$ cat src/rtl/set_scan_ctrl.sv
// set_scan_ctrl: job controller for the circle-coverage processing element.
// Latches one job (three centres, three radii, a mode), then sweeps the 8x8
// grid one point per cycle. Each point and the buffered circle data go to
// the PE. The returned A/B/C coverage flags are combined according to the
// mode, and the qualifying points are counted.
//
// Ports:
//   clk_i        clock
//   rst_i        asynchronous active-high reset
//   en_i         job start, sampled only while idle
//   central_i    centres {A_X,A_Y,B_X,B_Y,C_X,C_Y}, 4 bits each
//   radius_i     radii {A_R,B_R,C_R}, 4 bits each
//   mode_i       set expression select
//   covered_i    PE coverage flags {A,B,C} for the current coord_o
//   coord_o      current grid point {X,Y}, each 1..8
//   cent_buf_o   latched centres, to the PE
//   r_buf_o      latched radii, to the PE
//   busy_o       job in progress
//   valid_o      one-cycle pulse when candidate_o is final
//   candidate_o  number of qualifying points, 0..64
module set_scan_ctrl (
    input  logic        clk_i,
    input  logic        rst_i,
    input  logic        en_i,
    input  logic [23:0] central_i,
    input  logic [11:0] radius_i,
    input  logic [1:0]  mode_i,
    input  logic [2:0]  covered_i,
    output logic [7:0]  coord_o,
    output logic [23:0] cent_buf_o,
    output logic [11:0] r_buf_o,
    output logic        busy_o,
    output logic        valid_o,
    output logic [7:0]  candidate_o
);

    localparam int unsigned AXIS_W = 4;
    localparam int unsigned CNT_W  = 7;
    localparam int unsigned MODE_W = 2;

    localparam logic [AXIS_W-1:0] AXIS_FIRST = AXIS_W'(1);
    localparam logic [AXIS_W-1:0] AXIS_LAST  = AXIS_W'(8);

    typedef enum logic [1:0] {
        IDLE = 2'd0,
        SCAN = 2'd1,
        DONE = 2'd2
    } state_t;

    state_t              state_q, state_d;
    logic [23:0]         cent_q, cent_d;
    logic [11:0]         r_q, r_d;
    logic [MODE_W-1:0]   mode_q, mode_d;
    logic [AXIS_W-1:0]   x_q, x_d;
    logic [AXIS_W-1:0]   y_q, y_d;
    logic [CNT_W-1:0]    count_q, count_d;
    logic                busy_q, busy_d;
    logic                valid_q, valid_d;
    logic                qualify_c;

    // Set expression over the PE flags for the point currently presented
    always_comb begin
        logic a, b, c;
        a = covered_i[2];
        b = covered_i[1];
        c = covered_i[0];
        qualify_c = 1'b0;
        case (mode_q)
            2'd0:    qualify_c = a;
            2'd1:    qualify_c = a & b;
            2'd2:    qualify_c = a ^ b;
            default: qualify_c = ((a & b) | (b & c) | (a & c)) & ~(a & b & c);
        endcase
    end

    // State and datapath registers
    always_ff @(posedge clk_i or posedge rst_i) begin
        if (rst_i) begin
            state_q <= IDLE;
            cent_q  <= '0;
            r_q     <= '0;
            mode_q  <= '0;
            x_q     <= AXIS_FIRST;
            y_q     <= AXIS_FIRST;
            count_q <= '0;
            busy_q  <= 1'b0;
            valid_q <= 1'b0;
        end else begin
            state_q <= state_d;
            cent_q  <= cent_d;
            r_q     <= r_d;
            mode_q  <= mode_d;
            x_q     <= x_d;
            y_q     <= y_d;
            count_q <= count_d;
            busy_q  <= busy_d;
            valid_q <= valid_d;
        end
    end

    // Next-state logic; buffers and coord hold unless accepting or stepping
    always_comb begin
        state_d = state_q;
        cent_d  = cent_q;
        r_d     = r_q;
        mode_d  = mode_q;
        x_d     = x_q;
        y_d     = y_q;
        count_d = count_q;
        busy_d  = 1'b0;
        valid_d = 1'b0;

        case (state_q)
            IDLE: begin
                if (en_i) begin
                    cent_d  = central_i;
                    r_d     = radius_i;
                    mode_d  = mode_i;
                    x_d     = AXIS_FIRST;
                    y_d     = AXIS_FIRST;
                    count_d = '0;
                    busy_d  = 1'b1;
                    state_d = SCAN;
                end
            end
            SCAN: begin
                busy_d  = 1'b1;
                count_d = count_q + CNT_W'(qualify_c);
                // Y is the fast axis; coord stays at (8,8) once the sweep ends
                if (x_q == AXIS_LAST && y_q == AXIS_LAST) begin
                    valid_d = 1'b1;
                    state_d = DONE;
                end else if (y_q == AXIS_LAST) begin
                    y_d = AXIS_FIRST;
                    x_d = x_q + AXIS_W'(1);
                end else begin
                    y_d = y_q + AXIS_W'(1);
                end
            end
            DONE: begin
                state_d = IDLE;
            end
            default: begin
                state_d = IDLE;
            end
        endcase
    end

    assign coord_o     = {x_q, y_q};
    assign cent_buf_o  = cent_q;
    assign r_buf_o     = r_q;
    assign busy_o      = busy_q;
    assign valid_o     = valid_q;
    assign candidate_o = {1'b0, count_q};

endmodule
$ cat config.mk
export PLATFORM = sky130hd
export DESIGN_NAME = set_scan_ctrl
export DESIGN_NICKNAME = d
export VERILOG_FILES = /design/src/rtl/set_scan_ctrl.sv
export SDC_FILE = /design/constraint.sdc
export NUM_CORES = 1
export LEC_CHECK = 0
export CORE_ASPECT_RATIO = 2
export CORE_MARGIN = 1.5
export CORE_UTILIZATION = 43
export CTS_CLUSTER_SIZE = 24
export DETAILED_ROUTE_END_ITERATION = 6
export MAX_ROUTING_LAYER = met4
export PLACE_DENSITY = 0.89
export SLEW_MARGIN = 0
export SYNTH_ARGS = -nofsm -noshare
export SYNTH_HDL_FRONTEND = slang
export SYNTH_SLANG_ARGS = --single-unit
$ cat constraint.sdc
create_clock -name clk_i -period 2.2 [get_ports clk_i]
set_input_delay 0.66 -clock clk_i [delete_from_list [all_inputs] [get_ports clk_i]]
set_output_delay 0.66 -clock clk_i [all_outputs]
set_load 0.05 [all_outputs]
==> metrics.csv <==
metric,value,unit
post-route clock period utilization,98.1,%
warnings from Yosys,0,
Seq cells post-synth,57,
startpoint type of the worst setup path,flip-flop,
hold_ws,0.469,ns
largest cells by area after synthesis,"dfrtp_1 55%, nand2_1 19%, ha_1 4.0%",
pre-CTS setup slack,-0.616,ns
"Cell Chain, Critical Path",clkdlybuf4s50_1,
GR met3 Demand/Resource,6.32,%
Final Hold Viols,0,
switch share,30.9,%
top-area cell type share of the netlist area,55.4,%
Die H,110,µm
hold_sp,cent_buf_o[8],
ANT cells,0,
via/cell ratio,4.93,
CP Max Fanout,2,
Remaining DRCs,0,
fill count,441,
CTS root buf,clkbuf_16,
Most used DFF post-synth,dfrtp_1,
"slowest stage delay, CP",0.82,ns
post-synthesis net count,320,
CTS tree,done,
area delta synth->final,53.3,%
Max Transition Viols Final,0,
Detail Route Antenna Nets,0,
Setup Skew,0.00538,ns
clock power share,38.7,%
width of the die,56.7,µm
number of global-route vias before repair,2219,
leakage power,1.88,nW
# IOs,98,
CP Data Arrival Time,1.50,ns
Worst path depth,1,
FF-to-FF setup slack,0.35,ns
"Min Clock Period, post-route",2.16,ns
FF+latch area,0.00143,mm²
status,"complete, no violations",
vias,2169,
1st-pass router iterations,4,
cts hold-fix bufs,0,
sequential area share after synthesis,57.5,%
max_cap viols,0,
Net Sw Power,1.00,mW
combinational fraction of design power,23.2,%
first-pass GRT wire length,10200,µm
Initial DRC Count,71,
hold depth,2,
largest area contributor in the netlist,dfrtp_1,
synthesized area,0.00248,mm²
WL/cell,13.7,µm
Buffers on Ports,96,
Gate Count Post-Synth,268,
# setup viols final,0,
largest net degree at the start of global routing,58,
RR Endpoint,count_q[6],
commonest cells in the netlist,"124 x nand2_1, 55 x dfrtp_1, 9 x inv_1",
nets,426,
Starting Density,43.9,%
RSZ-0062 raised after global routing,no,
leading cell type by number of instances after synthesis,nand2_1,
Max Root-Sink Buffers,2,
syn avg cell area,9.27,µm²
Post-synth EDFFs,0,
Flop pwr share,38.1,%
Setup WS post-layout,0.0428,ns
Die ar.,0.00627,mm²
cell family with most CP delay,buffers and inverters,
"Clk Latency, worst-skew pair",0.33,ns
htree depth,3,
GRT Total Usage,21.4,%
GR Util met1,22.7,%
CTS buffer count,9,
maximum vdd drop,1090,µV
Worst setup EP type,output port,
fmax,464,MHz
hpwl dp,4200,µm
internal power,2.24,mW
total clock sinks,57,
CP Buf/Inv Count,1,
Netlist cell types,36,
Reg2Reg Depth,8,
Setup TNS,0,ns
ys async rst share,100,%
GRT Max-Usage Layer,met2,
grt total ovfl,0,
Worst path slowest cell,clkdlybuf4s50_1,
FP Rows,39,
multi-input logic area,995,µm²
met2 usage,35.4,%
HP Class,reg -> reg,
worst slew pin tran,0.524,ns
PD cells,853,mW/mm²
Worst R2R Start,mode_q[0],
final WL,6040,µm
Slew HR,65.0,%
layout cell share with drive strength beyond 1,15.6,%
antenna violations before repair,0,
Critical Path RT,1.54,ns
worst hold endpoint,cent_buf_o[8],
Final Util,67.3,%
Placer Congestion,0.850,
Core Area,0.00566,mm²
"Clk pin slew, worst setup/hold paths",0.05,ns
Setup CP Type,reg -> out,
-- cells in the final DEF (no fill, tap or decap), types with 2 or more instances in the layout --
cell               n
a22o_1             2
buf_4             26
nand4_1            2
clkbuf_8           2
o21ai_0            4
nand2b_1           2
clkdlybuf4s50_1   75
inv_1              8
nand3_1            6
nor2_1             8
clkinv_2           3
o21ai_1           10
ha_1               5
mux2i_1            2
clkbuf_16          9
clkbuf_1           2
o21ai_2            2
a21oi_2            2
ha_2               2
nand2_1          124
a31oi_1            2
nor3_1             2
dfrtp_1           55
dfstp_2            2
clkdlybuf4s15_1    2
-- how the worst max path moves through the flow --
stage              startpoint        endpoint  slack (ns)
2_1_floorplan    covered_i[1]      count_q[6]      0.0004
3_3_place_gp     covered_i[1]      count_q[6]       -0.51
3_5_place_dp     covered_i[1]      count_q[6]       -0.62
4_1_cts          covered_i[0]      count_q[6]        0.01
5_1_grt            r_buf_o[3]      r_buf_o[3]       0.004
6_report       cent_buf_o[13]  cent_buf_o[13]        0.04
-- final cells by class --
cell class              count  area share, %
clock buffers              13           6.84
clock inverters             3          0.394
inverters                   9          0.887
multi-input cells         192           26.1
flip-flops and latches     57           37.5
well taps                  61           2.00
repair buffers            105           26.2
-- registers in the layout, summed over array words and instances (netlist names) --
register,cells
busy_o,1
cent_buf_o,24
count_q,7
mode_q,2
r_buf_o,12
state_q,2
valid_o,1
x_q,4
y_q,4
-- power by group through the flow --
stage          Clock, mW  Sequential [mW]  Combinational, mW
3_5_place_dp           0             1.24              0.727
6_report            1.26             1.24              0.754
5_1_grt             1.34             1.25              0.800
2_1_floorplan          0             1.53              0.140
3_3_place_gp           0             1.23              0.716
4_1_cts             1.29             1.22              0.738
-- metal layers --
layer	up-vias	routed length [µm]
met2	77	3210
met3	18	341
li1	1067	-
met1	1007	2290
met4	0	208
met5	-	0
-- logic make-up (layout without fill, tap and decap cells) --
family | after synthesis | after routing | share of synthesized area (%)
adder cells (fa/ha/maj) | 8 | 8 | 4.03
multiplexers | 3 | 3 | 1.26
other | 1 | 1 | 0.151
AND/OR/NAND/NOR | 153 | 153 | 25.9
AO/OA/AOI/OAI | 27 | 27 | 7.05
flip-flops | 57 | 57 | 57.5
buffers and inverters | 19 | 130 | 4.03
-- stage by stage --
stage                     instances  instance area [µm²]  power [mW]
final                           440                 3810        3.25
after floorplan                 268                 2480        1.67
after CTS                       439                 3780        3.25
after global placement          422                 3480        1.95
after detailed placement        422                 3480        1.96
after global routing            440                 3810        3.39
-- timing repair --
item,CTS,global route
resized for setup,8,7
setup buffers,1,1
pin swaps,3,4
endpoints found under the setup margin,5,3
Power figures use the tool's default switching activity.
